[src/rtl/spi_cmd_pkg.sv]
// Shared constants and types for the SPI command decoder: opcodes, status
// codes, frame field positions, FSM state encoding and the response layout.
// The optional parity check is enabled with the CMD_PARITY_EN macro.
package spi_cmd_pkg;

   localparam int FRAME_LEN  = 64;
   localparam int REG_DATA_W = 32;
   localparam int REG_COUNT  = 16;
   localparam logic [31:0] CHIP_ID_DEFAULT = 32'h5E1C_2024;

   localparam logic [7:0] OP_NOP   = 8'h00;
   localparam logic [7:0] OP_WRITE = 8'h01;
   localparam logic [7:0] OP_READ  = 8'h02;

   localparam logic [7:0] ST_OK      = 8'h00;
   localparam logic [7:0] ST_BADOP   = 8'hE1;
   localparam logic [7:0] ST_BADADDR = 8'hE2;
   localparam logic [7:0] ST_RO      = 8'hE3;
   localparam logic [7:0] ST_PARITY  = 8'hE4;

   localparam int OPC_MSB    = 63;
   localparam int OPC_LSB    = 56;
   localparam int ADDR_MSB   = 55;
   localparam int ADDR_LSB   = 48;
   localparam int RSV_MSB    = 47;
   localparam int RSV_LSB    = 32;
   localparam int PARITY_BIT = 47;
   localparam int DATA_MSB   = 31;
   localparam int DATA_LSB   = 0;

   localparam logic [1:0] S_IDLE    = 2'd0;
   localparam logic [1:0] S_CAPTURE = 2'd1;
   localparam logic [1:0] S_EXEC    = 2'd2;
   localparam logic [1:0] S_RESP    = 2'd3;

   typedef struct packed {
      logic [7:0]  status;
      logic [7:0]  addr;
      logic [15:0] frame_cnt;
      logic [31:0] rdata;
   } resp_t;

   // Even parity over opcode/addr, the parity bit itself and the data word:
   // a correct frame XORs to zero.
   function automatic logic frame_parity(input logic [15:0] header,
                                         input logic        parity_bit,
                                         input logic [31:0] data);
      return ^{header, parity_bit, data};
   endfunction

endpackage

[src/rtl/spi_cmd_decoder_if.sv]
// Link between the SPI slave and the command decoder: the received frame,
// its frame-complete level and the response word for the next frame.
interface spi_cmd_decoder_if #(
   parameter int LENGTH = 64
);
   logic [LENGTH-1:0] RECEIVED;
   logic              RXED;
   logic [LENGTH-1:0] TO_SEND;

   modport master (output RECEIVED, output RXED, input TO_SEND);
   modport slave  (input RECEIVED, input RXED, output TO_SEND);
endinterface

[src/rtl/spi_evt_sync.sv]
// Two-flop synchronizer plus rising-edge detector for a level coming from
// another clock domain (RXED here, TXED elsewhere).
module spi_evt_sync (
   input  logic clk,
   input  logic rst,
   input  logic async_in,
   output logic evt
);
   logic meta_q;
   logic sync_q;
   logic prev_q;

   // Shift the async level through two sync flops and keep one more for the edge.
   always_ff @(posedge clk or posedge rst) begin
      if (rst) begin
         meta_q <= 1'b0;
         sync_q <= 1'b0;
         prev_q <= 1'b0;
      end else begin
         meta_q <= async_in;
         sync_q <= meta_q;
         prev_q <= sync_q;
      end
   end

   assign evt = sync_q & ~prev_q;

endmodule

[src/rtl/spi_cmd_decoder.sv]
// SPI command decoder: decodes each completed frame as a register command,
// executes it against a local register bank and builds the response shifted
// out on the next frame. Macro CMD_PARITY_EN enables the frame parity check
// on bit 47; without it bit 47 is an ordinary ignored reserved bit.
module spi_cmd_decoder
   import spi_cmd_pkg::*;
#(
   parameter int                LENGTH   = FRAME_LEN,
   parameter int                DATA_W   = REG_DATA_W,
   parameter int                NUM_REGS = REG_COUNT,
   parameter logic [DATA_W-1:0] CHIP_ID  = CHIP_ID_DEFAULT
) (
   input  logic                       CLK,
   input  logic                       RESET,
   spi_cmd_decoder_if.slave           bus,
   output logic [NUM_REGS*DATA_W-1:0] CFG_REGS,
   output logic                       WR_STROBE,
   output logic [7:0]                 WR_ADDR,
   output logic                       OVERRUN
);
   localparam int AW = $clog2(NUM_REGS);

   logic              rx_evt;
   logic [1:0]        state;
   logic [7:0]        opcode_q;
   logic [7:0]        addr_q;
   logic [DATA_W-1:0] data_q;
   logic [15:0]       frame_cnt;
   logic              frame_bad_parity;
   logic [DATA_W-1:0] bank [NUM_REGS];
   logic [7:0]        exec_status;
   logic [DATA_W-1:0] exec_rdata;
   logic              exec_write;
   resp_t             exec_resp;
   logic [LENGTH-1:0] to_send_q;
   logic              unused_rsv;

   spi_evt_sync u_rx_sync (
      .clk      (CLK),
      .rst      (RESET),
      .async_in (bus.RXED),
      .evt      (rx_evt)
   );

   // The reserved field carries no command information.
   assign unused_rsv = ^bus.RECEIVED[RSV_MSB:RSV_LSB];

   // Sequencer: one cycle each in capture, execute and response after an event.
   always_ff @(posedge CLK or posedge RESET) begin
      if (RESET) begin
         state <= S_IDLE;
      end else begin
         case (state)
            S_IDLE:    if (rx_evt) state <= S_CAPTURE;
            S_CAPTURE: state <= S_EXEC;
            S_EXEC:    state <= S_RESP;
            default:   state <= S_IDLE;
         endcase
      end
   end

   // A frame arriving while a command is in flight is dropped and flagged until reset.
   always_ff @(posedge CLK or posedge RESET) begin
      if (RESET) begin
         OVERRUN <= 1'b0;
      end else if (rx_evt && state != S_IDLE) begin
         OVERRUN <= 1'b1;
      end
   end

   // Latch the command fields once, so RECEIVED may change after capture.
   always_ff @(posedge CLK or posedge RESET) begin
      if (RESET) begin
         opcode_q <= '0;
         addr_q   <= '0;
         data_q   <= '0;
      end else if (state == S_CAPTURE) begin
         opcode_q <= bus.RECEIVED[OPC_MSB:OPC_LSB];
         addr_q   <= bus.RECEIVED[ADDR_MSB:ADDR_LSB];
         data_q   <= bus.RECEIVED[DATA_MSB:DATA_LSB];
      end
   end

   // Count every captured frame; the counter wraps naturally at 16 bits.
   always_ff @(posedge CLK or posedge RESET) begin
      if (RESET) begin
         frame_cnt <= '0;
      end else if (state == S_CAPTURE) begin
         frame_cnt <= frame_cnt + 16'd1;
      end
   end

`ifdef CMD_PARITY_EN
   logic parity_err_q;

   // Evaluate frame parity at capture so execution sees a registered flag.
   always_ff @(posedge CLK or posedge RESET) begin
      if (RESET) begin
         parity_err_q <= 1'b0;
      end else if (state == S_CAPTURE) begin
         parity_err_q <= frame_parity(bus.RECEIVED[OPC_MSB:ADDR_LSB],
                                      bus.RECEIVED[PARITY_BIT],
                                      bus.RECEIVED[DATA_MSB:DATA_LSB]);
      end
   end

   assign frame_bad_parity = parity_err_q;
`else
   assign frame_bad_parity = 1'b0;
`endif

   // Validate the captured command in priority order and pick the read-back data.
   always_comb begin
      exec_status = ST_OK;
      exec_rdata  = '0;
      exec_write  = 1'b0;
      if (frame_bad_parity) begin
         exec_status = ST_PARITY;
      end else if (opcode_q != OP_NOP && opcode_q != OP_WRITE && opcode_q != OP_READ) begin
         exec_status = ST_BADOP;
      end else if (opcode_q != OP_NOP && addr_q >= 8'(NUM_REGS)) begin
         exec_status = ST_BADADDR;
      end else if (opcode_q == OP_WRITE && addr_q == 8'd0) begin
         exec_status = ST_RO;
      end else if (opcode_q == OP_WRITE) begin
         exec_write = 1'b1;
         exec_rdata = data_q;
      end else if (opcode_q == OP_READ) begin
         exec_rdata = bank[addr_q[AW-1:0]];
      end
   end

   assign exec_resp = {exec_status, addr_q, frame_cnt, exec_rdata};

   // Register bank: register 0 holds the chip id and is never written.
   always_ff @(posedge CLK or posedge RESET) begin
      if (RESET) begin
         for (int i = 0; i < NUM_REGS; i++) begin
            bank[i] <= (i == 0) ? CHIP_ID : '0;
         end
      end else if (state == S_EXEC && exec_write) begin
         bank[addr_q[AW-1:0]] <= data_q;
      end
   end

   // The response, write strobe and write address all become visible in the response cycle.
   always_ff @(posedge CLK or posedge RESET) begin
      if (RESET) begin
         to_send_q <= '0;
         WR_STROBE <= 1'b0;
         WR_ADDR   <= '0;
      end else begin
         WR_STROBE <= 1'b0;
         if (state == S_EXEC) begin
            to_send_q <= exec_resp;
            if (exec_write) begin
               WR_STROBE <= 1'b1;
               WR_ADDR   <= addr_q;
            end
         end
      end
   end

   assign bus.TO_SEND = to_send_q;

   for (genvar g = 0; g < NUM_REGS; g++) begin : g_flat
      assign CFG_REGS[g*DATA_W +: DATA_W] = bank[g];
   end

endmodule

[src/flat_wrapper.sv]
// flat-port wrapper written by rule: the top's interface ports become plain ports
module spi_cmd_decoder_flat import spi_cmd_pkg::*;
#(
   parameter int                LENGTH   = FRAME_LEN,
   parameter int                DATA_W   = REG_DATA_W,
   parameter int                NUM_REGS = REG_COUNT,
   parameter logic [DATA_W-1:0] CHIP_ID  = CHIP_ID_DEFAULT
)
  (CLK, RESET, CFG_REGS, WR_STROBE, WR_ADDR, OVERRUN, bus_RECEIVED, bus_RXED, bus_TO_SEND);
  spi_cmd_decoder_if #(.LENGTH(LENGTH)) bus_i ();
  input  logic CLK;
  input  logic RESET;
  output logic [NUM_REGS*DATA_W-1:0] CFG_REGS;
  output logic WR_STROBE;
  output logic [7:0] WR_ADDR;
  output logic OVERRUN;
  input wire logic [$bits(bus_i.RECEIVED)-1:0] bus_RECEIVED;
  input wire logic [$bits(bus_i.RXED)-1:0] bus_RXED;
  output wire logic [$bits(bus_i.TO_SEND)-1:0] bus_TO_SEND;
  assign bus_i.RECEIVED = bus_RECEIVED;
  assign bus_i.RXED = bus_RXED;
  assign bus_TO_SEND = bus_i.TO_SEND;
  spi_cmd_decoder #(.LENGTH(LENGTH), .DATA_W(DATA_W), .NUM_REGS(NUM_REGS), .CHIP_ID(CHIP_ID)) u_core (.CLK(CLK), .RESET(RESET), .bus(bus_i), .CFG_REGS(CFG_REGS), .WR_STROBE(WR_STROBE), .WR_ADDR(WR_ADDR), .OVERRUN(OVERRUN));
endmodule
[config.mk]
export PLATFORM = sky130hd
export DESIGN_NAME = spi_cmd_decoder_flat
export DESIGN_NICKNAME = d
export VERILOG_FILES = /design/src/rtl/spi_cmd_pkg.sv /design/src/rtl/spi_cmd_decoder_if.sv /design/src/rtl/spi_evt_sync.sv /design/src/rtl/spi_cmd_decoder.sv /design/src/flat_wrapper.sv
export SDC_FILE = /design/constraint.sdc
export NUM_CORES = 1
export LEC_CHECK = 0
export BUFFER_PORTS_ARGS = -buffer_cell sky130_fd_sc_hd__buf_2
export CAP_MARGIN = 10
export CORE_AREA = 2 2 251 253
export CTS_CLUSTER_SIZE = 8
export DETAILED_ROUTE_END_ITERATION = 7
export DIE_AREA = 0 0 253 255
export PLACE_DENSITY = 0.72
export RECOVER_POWER = 25
export REMOVE_ABC_BUFFERS = 1
export SKIP_CTS_REPAIR_TIMING = 1
export SYNTH_ARGS = -nofsm -noshare
export SYNTH_HDL_FRONTEND = slang
export SYNTH_SLANG_ARGS = --single-unit
[constraint.sdc]
create_clock -name CLK -period 19.4 [get_ports CLK]
set_input_delay 1.94 -clock CLK [delete_from_list [all_inputs] [get_ports CLK]]
set_output_delay 1.94 -clock CLK [all_outputs]
set_load 0.02 [all_outputs]
After elaboration in Yosys (flattened, before gate mapping)
Cells that the tools add are included.
{ "op_classes": {"addsub": 1, "n_lt_le_gt_ge": 3, "n_eq_ne": 7, "muxes": 22, "bitwise_logic": 3, "n_reduce_logical": 12} }
{ "op_table": {"columns": ["cell", "n"], "rows": [
  ["bitwise mux 512 bit", 1],
  ["2-to-1 mux 32 bit", 8],
  ["binary-select mux 32 bit (select 4 bit)", 1],
  ["demux 32 bit (select 4 bit)", 1],
  ["2-to-1 mux 8 bit", 3],
  ["adder 16 x 1 -> 16 bit (second input constant)", 1],
  ["equality test 8 x 1 -> 1 bit (second input constant)", 1],
  ["equality test 8 x 2 -> 1 bit (second input constant)", 1],
  ["greater-or-equal comparator 8 x 5 -> 1 bit (second input constant)", 1],
  ["logical NOT 8 bit", 1],
  ["inequality test 8 x 1 -> 1 bit (second input constant)", 1],
  ["inequality test 8 x 2 -> 1 bit (second input constant)", 1],
  ["nonzero test 8 bit", 1],
  ["logical AND 1 bit", 7],
  ["2-to-1 mux 1 bit", 6],
  ["case mux 2 bit (3 select lines)", 1],
  ["greater-or-equal comparator 5 bit (second input constant)", 1],
  ["< comparator 5 x 1 -> 1 bit (second input constant)", 1],
  ["NOT 4 -> 5 bit", 1],
  ["equality test 2 x 1 -> 1 bit (second input constant)", 1],
  ["equality test 2 bit (second input constant)", 1],
  ["logical NOT 2 bit", 1],
  ["2-to-1 mux 2 bit", 1],
  ["inequality test 2 x 1 -> 1 bit (second input constant)", 1],
  ["4 further kinds", 4]
]} }
{ "totals": {"reg_bits": 655, "inputBits": 67, "out_inout_bits": 586} }

Longest topological paths before layout
{ "logic_depth": {"ltp_word": 9, "mapped_depth": 8, "depth_no_buf": 6} }

Modules after synthesis
A second synthesis with hierarchy kept.
{ "hier_totals": {"hier_cells": 1877, "area_unflattened_um2": 28538.6} }
{ "modules_own_cells": {"columns": ["mod", "instances", "cells_each", "area_per_inst_um2"], "rows": [
  ["spi_cmd_decoder", 1, 1872, 28446.0],
  ["spi_evt_sync", 1, 5, 92.6]
]} }

Least setup slack after synthesis
Ideal clock, no wire load.
{ "synth_timing": {"path_type": "register to register", "startpoint": "register u_core.state[0]", "endpoint": "register u_core.bank (netlist bit u_core.CFG_REGS[212])", "arrival_ns": 2.459, "slack_ns": 16.816, "stages_incl_launch_ff": 9, "n_path_buf": 2, "cell_sequence": "dfrtp_1 -> inv_1 -> ha_1 -> or4bb_1 -> nor4_4 -> and4_1 -> clkbuf_1 -> buf_2 -> mux2_2"} }
{ "synth_between": {"elab_chain_len": 2} }
{ "synth_lines": {"columns": ["element", "line_no", "source"], "rows": [
  ["start, declared", "spi_cmd_decoder.sv:24", "logic [1:0] state;"],
  ["start signal, assigned", "spi_cmd_decoder.sv:51", "state <= S_IDLE;"],
  ["start signal, assigned", "spi_cmd_decoder.sv:54", "S_IDLE: if (rx_evt) state <= S_CAPTURE;"],
  ["start signal, assigned", "spi_cmd_decoder.sv:55", "S_CAPTURE: state <= S_EXEC;"],
  ["equality test 2 bit", "spi_cmd_decoder.sv:141", "end else if (state == S_EXEC && exec_write) begin"],
  ["logical AND 1 bit", "spi_cmd_decoder.sv:141", null],
  ["end signal, assigned by index", "spi_cmd_decoder.sv:139", "bank[i] <= (i == 0) ? CHIP_ID : '0;"],
  ["end signal, assigned by index", "spi_cmd_decoder.sv:142", "bank[addr_q[AW-1:0]] <= data_q;"],
  ["end, declared", "spi_cmd_decoder.sv:30", "logic [DATA_W-1:0] bank [NUM_REGS];"]
]} }
Every way passes these cells.
A chain may end at the register's enable or synchronous reset.

==> flow_metrics.py <==
metrics = {
    "layout": {
        "drive_gt1_share_pct": 57.7,
        "fin_area_um2": 34500,
        "area_growth_syn_to_layout_pct": 22.2,
        "fin_nets": 2453,
        "final_util_pct": 55.6,
    },
    "yosys": {
        "async_flop_share_pct": 100,
        "synth-seq-cells": 650,
        "syn_area_um2": 28300,
        "synth_edf_count": 0,
        "yosysSeqAreaShare_pct": 57.6,
        "yosysUniqueCellTypes": 44,
        "syn_inst": 1794,
        "synth_flop_cell": "dfrtp_1",
        "synth.avg_cell_area_um2": 15.8,
        "yosys_warnings": 0,
    },
    "grt": {
        "grt_pass1_wl_mm": 135,
        "grt_pass1_vias": 19500,
        "antenna_found_initial": 5,
        "grt_max_degree": 181,
        "grt-ovfl-total": 0,
        "groute.usage.overall_pct": 28.8,
    },
    "clock_tree": {
        "cts_tree": "built",
        "cts_buffers": 91,
        "cts_num_sinks": 650,
        "cts.path.max_buffers": 3,
        "cts.clk_slew.worst_paths_ns": 0.05,
        "cts_root_buf": "clkbuf_16",
        "htree_levels": 3,
        "clk_latency_ns": 0.64,
    },
    "worst_setup_path": {
        "end_kind": "asynchronous set/reset pin",
        "arrival_ns": 9.30,
        "start_kind": "input port",
        "startpoint": "RESET",
        "crit_type": "input port to asynchronous set/reset pin",
        "worstRegToRegCells": 8,
        "rrSetupSlack_ns": 12.30,
        "r2r_end": "u_core.bus.TO_SEND[7]",
        "reg2reg_from": "u_core.state[0]",
        "crit_required_ns": 19.99,
        "path_max_fanout": 180,
        "crit_end": "u_core.CFG_REGS[324]",
    },
    "floorplan": {
        "num_rows": 92,
        "core-area_um2": 62200,
        "dieWidth_um": 253,
        "die_area_um2": 64500,
        "io_pins": 653,
        "start_util_pct": 45.5,
        "die_h_um": 255,
    },
    "power_and_ir_drop": {
        "ir_drop_uv": 77.0,
        "power.density_nw_per_um2": 110,
        "power_leakage_nw": 18.6,
    },
    "worst_hold_path": {
        "hold_path.class": "flop to flop",
    },
    "run_status": {
        "violations": "capacitance limit, slew limit",
        "status": "complete, but fails checks",
    },
    "place": {
        "placed_area_um2": 32100,
        "routabilityCongestion": 0.838,
        "place_hpwl_mm": 59.1,
        "portBuffers": 633,
    },
    "detailed_routing": {
        "drt_iter0_markers": 1316,
        "wl_per_cell_um": 29.1,
        "vias_per_cell": 5.82,
        "drtAntennaViolNets": 0,
        "drt_first_pass_iters": 7,
        "num_vias": 18900,
        "drc_errors": 0,
        "wirelength_mm": 94.3,
    },
    "sta": {
        "hold_viol": 0,
        "tns_ns": 0,
        "fin_worst_skew_ns": 0.0243,
        "final_max_slew_viol_count": 583,
        "max_freq_ghz": 0.115,
        "relSlewSlack_pct": -228,
        "fin_crit_sh_pct": 44.8,
        "tightest_slew_ns": 4.92,
        "setup_viol": 0,
        "min_period_ns": 8.70,
        "rsz0062_at_grt": "no",
    },
    "flow_run": {
        "maxCapViolCount": 16,
    },
}
==> cell usage after synthesis (all sizes together), types with 2 or more instances <==
cell type	count	area, um^2
a211o	32	280
a31oi	2	12.5
and2	7	43.8
and3	3	18.8
buf	63	303
clkbuf	116	435
dfrtp	639	16000
dfstp	11	289
ha	5	62.6
inv	10	37.5
mux2	557	6270
mux2i	64	641
mux4	128	2880
nand2	11	41.3
nand3	9	45.0
nand4	15	93.8
nor2	7	26.3
nor2b	35	219
nor3	8	45.0
nor3b	2	15.0
nor4	5	46.3
o21ai	2	10.0
o22ai	33	206
o32ai	2	17.5
or4	2	15.0
xnor2	10	87.6
xor2	5	43.8
==> state kept, by name, indices dropped and copies added (netlist names) <==
register,cells
u_core.frame_cnt,16
u_core.data_q,32
u_core.state,2
u_core.WR_ADDR,8
u_core.WR_STROBE,1
u_core.u_rx_sync.meta_q,1
u_core.bus.TO_SEND,59
u_core.OVERRUN,1
u_core.u_rx_sync.sync_q,1
u_core.opcode_q,8
u_core.u_rx_sync.prev_q,1
u_core.CFG_REGS,512
u_core.addr_q,8
==> worst min-delay path by stage <==
| stage | startpoint | cells past startpoint | endpoint |
|---|---|---|---|
| after floorplan | u_core.u_rx_sync.meta_q | 0 | u_core.u_rx_sync.sync_q |
| after global placement | u_core.u_rx_sync.meta_q | 0 | u_core.u_rx_sync.sync_q |
| after detailed placement | u_core.u_rx_sync.meta_q | 0 | u_core.u_rx_sync.sync_q |
| after CTS | u_core.u_rx_sync.meta_q | 0 | u_core.u_rx_sync.sync_q |
| after global routing | u_core.u_rx_sync.meta_q | 0 | u_core.u_rx_sync.sync_q |
| final | u_core.u_rx_sync.meta_q | 0 | u_core.u_rx_sync.sync_q |
==> metal layers <==
layer  part of all wire (%)  GRT usage (%)
met1                     40           37.0
met5                      0              0
met3                    8.4           8.28
met2                     48           46.3
met4                    3.4           11.4
==> cells in the final DEF, fill, tap and decap left out, types with 4 or more instances in the layout <==
cell         n
a211o_1     32
buf_2      596
buf_4       24
clkbuf_1   106
clkbuf_16   92
dfrtp_1    637
dfstp_1     11
diode_2      4
ha_1         5
inv_1        9
mux2_2     554
mux2i_1     64
mux4_2     128
nand2_1     11
nand3_1      7
nand4_1     15
nor2_1       7
nor2b_1     35
nor3_1       8
nor4_1       5
o22ai_1     33
xnor2_1     10
xor2_1       5
==> final cells by class <==
class / instances / area [um^2]
clock buffer: 148 / 2510
sequential: 650 / 16300
clock inverter: 7 / 119
antenna: 4 / 10.0
fill: 4974 / 27600
timing repair buffer: 671 / 3370
multi-input combinational: 957 / 11200
tap: 799 / 1000
inverter: 10 / 38.8
==> critical path, cell delays in order <==
cell        delay [ns]
buf_2             0.10
clkinvlp_2        2.50
clkbuf_1          2.75
buf_12            0.68
buf_4             0.92
==> per-stage QoR <==
step	power [mW]	std cells	hold slack, ns	setup slack (ns)
floorplan	2.09	1617	0.331	-0.734
CTS	3.82	3242	0.351	14.59
global placement	2.32	3087	0.339	14.05
global route	3.95	3246	0.354	9.38
finish	3.80	3246	0.351	10.70
detailed placement	2.34	3087	0.346	13.89
==> cell families (layout without fill, tap and decap cells) <==
family / after synthesis / count (layout) / synth area share (%)
flops: 650 / 650 / 57.6
fa+ha+maj: 5 / 5 / 0.221
mux: 749 / 749 / 34.7
buf+inv: 189 / 836 / 2.74
other cells: 1 / 7 / 0.0133
xor+xnor: 15 / 15 / 0.465
compound gates: 73 / 73 / 1.92
simple gates: 112 / 112 / 2.39
==> power breakdown <==
part	switching (mW)	internal, mW
combinational	0.381	0.276
sequential	0.228	1.44
clock	0.600	0.881
Power figures use the tool's default switching activity.
